<file path="src/rtl/gb_save_uploader.sv">
// rtl/gb_save_uploader.sv - streams battery-backed cart RAM from SDRAM to the HPS ioctl upload port
module gb_save_uploader #(
    parameter logic [23:0] RAM_BASE     = 24'h100000,
    parameter int          ACCESS_SYNCS = 2
) (
    input  logic        clk_sys,
    input  logic        reset,
    input  logic [7:0]  cart_ram_size,
    input  logic        ioctl_upload,
    input  logic        ioctl_rd,
    input  logic [24:0] ioctl_addr,
    output logic [15:0] ioctl_din,
    output logic        ioctl_wait,
    output logic [17:0] save_size,
    input  logic        sdram_sync,
    output logic        sdram_oe,
    output logic [23:0] sdram_addr,
    input  logic [15:0] sdram_dout,
    output logic        busy
);

    localparam int CW = (ACCESS_SYNCS > 1) ? $clog2(ACCESS_SYNCS) : 1;
    localparam logic [CW-1:0] LAST_SYNC = CW'(ACCESS_SYNCS - 1);

    typedef enum logic [1:0] {
        IDLE,
        FETCH,
        DONE
    } state_t;

    state_t        state;
    logic [CW-1:0] sync_cnt;
    logic [23:0]   word_addr;
    logic          in_range;
    logic          unused_addr_lsb;

    always_comb begin
        save_size = 18'd0;
        case (cart_ram_size)
            8'd1:    save_size = 18'd2048;
            8'd2:    save_size = 18'd8192;
            8'd3:    save_size = 18'd32768;
            8'd4:    save_size = 18'd131072;
            8'd5:    save_size = 18'd65536;
            default: save_size = 18'd0;
        endcase
    end

    // The HPS addresses bytes; SDRAM holds 16-bit words, so bit 0 carries no information.
    assign word_addr       = ioctl_addr[24:1];
    assign unused_addr_lsb = ioctl_addr[0];
    assign in_range        = {word_addr, 1'b0} < {7'd0, save_size};
    assign busy            = (state != IDLE);

    always_ff @(posedge clk_sys or posedge reset) begin
        if (reset) begin
            state      <= IDLE;
            ioctl_din  <= 16'h0000;
            ioctl_wait <= 1'b0;
            sdram_oe   <= 1'b0;
            sdram_addr <= RAM_BASE;
            sync_cnt   <= '0;
        end else begin
            case (state)
                IDLE: begin
                    if (ioctl_upload && ioctl_rd) begin
                        if (in_range) begin
                            state      <= FETCH;
                            ioctl_wait <= 1'b1;
                            sdram_oe   <= 1'b1;
                            sdram_addr <= RAM_BASE + word_addr;
                            sync_cnt   <= '0;
                        end else begin
                            // Reads past the end of the save return erased-flash style data.
                            ioctl_din <= 16'hFFFF;
                            state     <= DONE;
                        end
                    end
                end
                FETCH: begin
                    if (!ioctl_upload) begin
                        sdram_oe   <= 1'b0;
                        ioctl_wait <= 1'b0;
                        state      <= IDLE;
                    end else if (sdram_sync) begin
                        if (sync_cnt == LAST_SYNC) begin
                            ioctl_din  <= sdram_dout;
                            sdram_oe   <= 1'b0;
                            ioctl_wait <= 1'b0;
                            state      <= DONE;
                        end else begin
                            sync_cnt <= sync_cnt + CW'(1);
                        end
                    end
                end
                DONE: begin
                    state <= IDLE;
                end
                default: begin
                    state      <= IDLE;
                    sdram_oe   <= 1'b0;
                    ioctl_wait <= 1'b0;
                end
            endcase
        end
    end

endmodule

</file>
<file path="config.mk">
export PLATFORM = sky130hd
export DESIGN_NAME = gb_save_uploader
export DESIGN_NICKNAME = d
export VERILOG_FILES = /design/src/rtl/gb_save_uploader.sv
export SDC_FILE = /design/constraint.sdc
export NUM_CORES = 1
export LEC_CHECK = 0
export CORE_MARGIN = 3
export CORE_UTILIZATION = 39
export CTS_CLUSTER_DIAMETER = 100
export DETAILED_ROUTE_END_ITERATION = 6
export MAX_ROUTING_LAYER = met4
export PLACE_DENSITY = 0.8
export SYNTH_ARGS = -nofsm -noshare
export SYNTH_HDL_FRONTEND = slang
export SYNTH_SLANG_ARGS = --single-unit
</file>
<file path="constraint.sdc">
create_clock -name clk_sys -period 2.3 [get_ports clk_sys]
set_input_delay 0.345 -clock clk_sys [delete_from_list [all_inputs] [get_ports clk_sys]]
set_output_delay 0.345 -clock clk_sys [all_outputs]
set_load 0.03 [all_outputs]
</file>
# Word-level counts from Yosys, hierarchy flattened
# Index checks and enable logic that the tools add are counted.
# totals
regBits	44
inputBits	54
wordCells	58
# classes
addsub	2
n_lt_le_gt_ge	1
n_eq_ne	15
muxes	25
n_bitwise	1
reduce_logical	9
# ops
op	count
case mux 18 bit (5 select lines)	1
two-way mux 16 bit	5
case mux 16 bit (2 select lines)	1
< comparator 25 x 18 -> 1 bit	1
adder 21 x 24 -> 24 bit, first input constant	1
equality test 8 x 2 -> 1 bit, second input constant	2
equality test 8 x 3 -> 1 bit, second input constant	2
inequality test 2 bit, second input constant	6
two-way mux 1 bit	10
two-way mux 2 bit	5
AND reduction 5 bit	2
equality test 8 x 1 -> 1 bit, second input constant	1
inequality test 3 bit, second input constant	2
AND reduction 3 bit	2
AND reduction 6 bit	1
case mux 2 bit (2 select lines)	1
nonzero test 2 bit	2
case mux 1 bit (3 select lines)	1
equality test 2 x 1 -> 1 bit, second input constant	1
equality test 2 bit, second input constant	1
logical NOT 2 bit	1
case mux 1 bit (2 select lines)	1
adder 1 bit, second input constant	1
logical AND 1 bit	1
NOT 1 bit	1

# Longest topological paths before layout
# depth
depth_word	6
depth_mapped	12

# Worst setup path after synthesis
# OpenSTA, ideal clock, no wires.
# synth_path
path_kind	input -> register
from	in cart_ram_size[5]
to	reg sdram_addr[12]
t_arrival_ns	3.007
required_ns	2.175
setup_slack_ns	-0.833
cell_stages	12
path_buffers	2
cell_sequence	or4_4 -> nor3_4 -> nand2_1 -> or2_2 -> ha_1 -> nand4bb_1 -> or3_1 -> a31oi_1 -> or4b_1 -> buf_6 -> buf_6 -> mux2_4
# synth_between
elab_chain_len	4
elab_cells_between_ends	8
classes_between	order compare (1); eq/ne (5); mux (1); reduce/logical (1)
# synth_rtl
item	line_no	rtl
start, declared	8	input logic [7:0] cart_ram_size,
equality test 8 x 3 -> 1 bit (tied with other cells)	39	case (cart_ram_size)
case mux 18 bit (5 select lines) *	39	
< comparator 25 x 18 -> 1 bit *	52	assign in_range = {word_addr, 1'b0} < {7'd0, save_size};
AND reduction 3 bit (no source line) *	-	
end signal, assigned	71	sdram_addr <= RAM_BASE + word_addr;
end, declared	17	output logic [23:0] sdram_addr,
# Mark *: on every way between the ends. The rest lies on a longest branch, timed or not.
# A chain may end at the register's enable or synchronous reset.

# Worst setup path in the final report
# layout_path
from	in cart_ram_size[5]
to	reg sdram_addr[21]
# Same word-level chain as after synthesis.

==> out/metrics.csv <==
stage;metric;value;unit
global_routing;GRT overflow;0;
pwr;Power Density;558;nW/µm²
hold_path;Hold/Removal Path Class;input port to async pin;
placement;Placed Area;3270;µm²
setup_path;WS Path Type;input port to flop;
clocking;cts bufs inserted;5;
global_routing;largest net degree at the start of global routing;27;
pwr;Max IR drop VDD;354;µV
synthesis;Post-synth EDFFs;0;
synthesis;top cells by count, synth;dfrtp_1 (43), nor2_1 (35), a21oi_1 (17);
placement;Final Wtd Congestion;0.873;
synthesis;XOR/XNOR share of the synthesized area;0.00405;
route;Routed WL;6140;µm
synthesis;post-synthesis adder-cell area fraction;0.0405;
route;final antenna-violating net count;0;
synthesis;post-synth top area share;0.498;
layout;Layout area overhead;70.4;%
clocking;clk buf depth;2;
sta;Slew @ Worst Pin;0.557;ns
pwr;static leakage;1.70;nW
setup_path;Setup crit end kind;flop;
sta;Slew Viols, Final;0;
sta;RSZ-0062 raised after global routing;yes;
flow_run;Max-Cap Viols;0;
route;WL/cell;15.8;µm
route;DR pass1 iterations;4;
layout;Non-Filler Instances;390;
sta;period utilization;1.36;
layout;n_diodes;0;
placement;hpwl dp;4020;µm
synthesis;largest family of logic cells by synthesized area;multiplexers;
synthesis;Seq cells post-synth;44;
sta;Max transition margin;0.629;
synthesis;simple-gate share of the synthesized area;0.147;
clocking;H-tree level count;2;
global_routing;global-route wire length before repair;9630;µm
clocking;CTS tree;done;
setup_path;flop2flop setup slack;0.06;ns
sta;final setup vio count;44;
route;Residual DRC;0;
floorplan;Die X;80.4;µm
sta;Hold Violations, Final;0;
clocking;worst skew pair latency;0.29;ns
sta;Clock Skew;0.00687;ns
route;Vias;1846;
synthesis;Mapped Avg Cell Area;11.3;µm²
synthesis;area leader, netlist;dfrtp_1;
floorplan;core area;5240;µm²
sta;maximum clock frequency;320;MHz
synthesis;Seq/Total Area, Yosys;0.510;
setup_path;CP startpoint kind;input port;
synthesis;Syn Inst Count;191;
clocking;Clock Sinks;44;
layout;area of the multi-input gates;1070;µm²
sta;Setup WS post-layout;-0.825;ns
layout;Final #Nets;380;
run_status;failing checks;setup timing;
layout;Fill cells;398;
setup_path;FF-to-FF path depth;6;
layout;layout cells sized above 1;0.322;
global_routing;initial antenna violation count;0;
synthesis;Synth cell types;34;
floorplan;row count;26;
sta;crit path time final;3.13;ns
setup_path;Arr. time, crit path;3.30;ns
clocking;CTS Root Cell;clkbuf_8;
synthesis;Post-synth top flop;dfrtp_1;
setup_path;R2R Path Start;state[1];
floorplan;# IOs;115;
setup_path;Worst Path Max Fanout;8;
clocking;Clock transition at path regs;0.08;ns
run_status;status;finished with violations;
floorplan;Initial Util;0.413;
layout;Final Instance Area;3680;µm²
synthesis;post-synthesis mux area share;0.148;
setup_path;worst path required time;2.48;ns
placement;input/output buffers;100;
setup_path;reg-to-reg endpoint;sdram_addr[21];
synthesis;Synth Area in Compound Gates;0.0614;
synthesis;Post-Syn Area;2160;µm²
floorplan;Die H;80.4;µm
placement;cell total after placement;369;
global_routing;vias in the first global route;1921;
global_routing;GRT Total Usage;0.203;
synthesis;cells taking the most area after synthesis;dfrtp_1 (50%), mux2_4 (11%), nor2_1 (6.1%);
synthesis;count leader, synth;dfrtp_1;
route;DRT iter0 DRCs;74;
route;vias per cell;4.73;
floorplan;Die Area;6470;µm²
layout;Reg area;1100;µm²
layout;utilization after layout;0.703;
sta;TNS Setup;-28.10;ns
synthesis;Ys Warns;0;
synthesis;Async S/R FF share, synth;1.00;
[per-layer routing]
layer	vias up	share of wire	track usage
met2	71	0.51	0.338
met4	0	0.010	0.0625
met5	-	0	-
met1	898	0.41	0.241
li1	870	-	-
met3	7	0.071	0.0527
[final cells by class]
type                    count  share of cell area
clock buffers               7              0.0235
repair buffers            130               0.352
clock inverters             1             0.00204
well taps                  70              0.0238
multi-input cells         131               0.292
inverters                   7             0.00714
flip-flops and latches     44               0.299
[cells in the final DEF, fill, tap and decap left out, types with 2 or more instances in the layout]
cell	synthesis	final
and2_4	0	2
buf_4	14	21
dlygate4sd2_1	0	2
buf_2	0	2
nand2_2	0	2
inv_1	7	6
ha_4	0	2
nand2_1	9	7
clkdlybuf4s50_1	0	89
buf_6	2	11
buf_12	1	3
mux2_2	7	4
clkbuf_8	0	6
ha_1	7	5
nor2_1	35	34
a21oi_2	0	16
conb_1	1	13
mux2_4	16	19
nand3_1	4	4
dfrtp_1	43	43
or3_4	0	2
[worst max-delay path by stage]
stage               slack (ns)  cells past startpoint              to             start
floorplan                -0.81                     12   sdram_addr[0]  cart_ram_size[6]
global placement         -1.36                     11    ioctl_din[3]  cart_ram_size[6]
detailed placement       -1.46                     11    ioctl_din[6]  cart_ram_size[6]
CTS                      -0.77                     12  sdram_addr[17]  cart_ram_size[5]
global route             -0.87                     13   sdram_addr[9]  cart_ram_size[5]
finish                   -0.83                     12  sdram_addr[21]  cart_ram_size[5]
[through the flow]
stage | power [W] | worst slack [ns] | hold WS (ns)
final | 0.00205 | -0.825 | 0.413
after floorplan | 0.00125 | -0.808 | 0.485
after detailed placement | 0.00153 | -1.46 | 0.491
after global placement | 0.00152 | -1.36 | 0.484
after CTS | 0.00206 | -0.771 | 0.422
after global routing | 0.00215 | -0.868 | 0.446
[logic make-up (layout without fill, tap and decap cells)]
family	after synthesis	in the layout
XOR/XNOR	1	1
adder cells (fa/ha/maj)	7	7
buffers and inverters	28	145
AO/OA/AOI/OAI	23	23
AND/OR/NAND/NOR	64	64
multiplexers	23	23
flip-flops	44	44
other	1	13
[flip-flops by register name, indices dropped and copies added (netlist names)]
signal,count
sdram_addr,24
state,2
sync_cnt,1
sdram_oe,1
ioctl_din,16
[worst max-delay path, stage by stage]
cell,delay (ns)
buf_6,0.09
or4_4,0.57
nor2_4,0.14
nand2_1,0.06
or3_4,0.41
ha_4,0.16
o211ai_1,0.21
a211oi_2,0.11
or4b_4,0.61
buf_12,0.16
buf_16,0.14
mux2_4,0.29
[timing repair]
action                                  CTS  global route
endpoints found under the hold margin     0             0
gates cloned                              2             1
hold buffers                              0             0
pin swaps                                13             2
endpoints found under the setup margin   48            45
resized for setup                        51            16
setup buffers                            17             1
[where the power goes]
part / leakage, nW / switching (W) / internal (W) / total [W]
Sequential: 0.507 / 0.0000498 / 0.000852 / 0.000902
Clock: 0.0445 / 0.000258 / 0.000244 / 0.000503
Combinational: 1.15 / 0.000322 / 0.000326 / 0.000648
No activity file was read; power rests on OpenSTA's default activity.
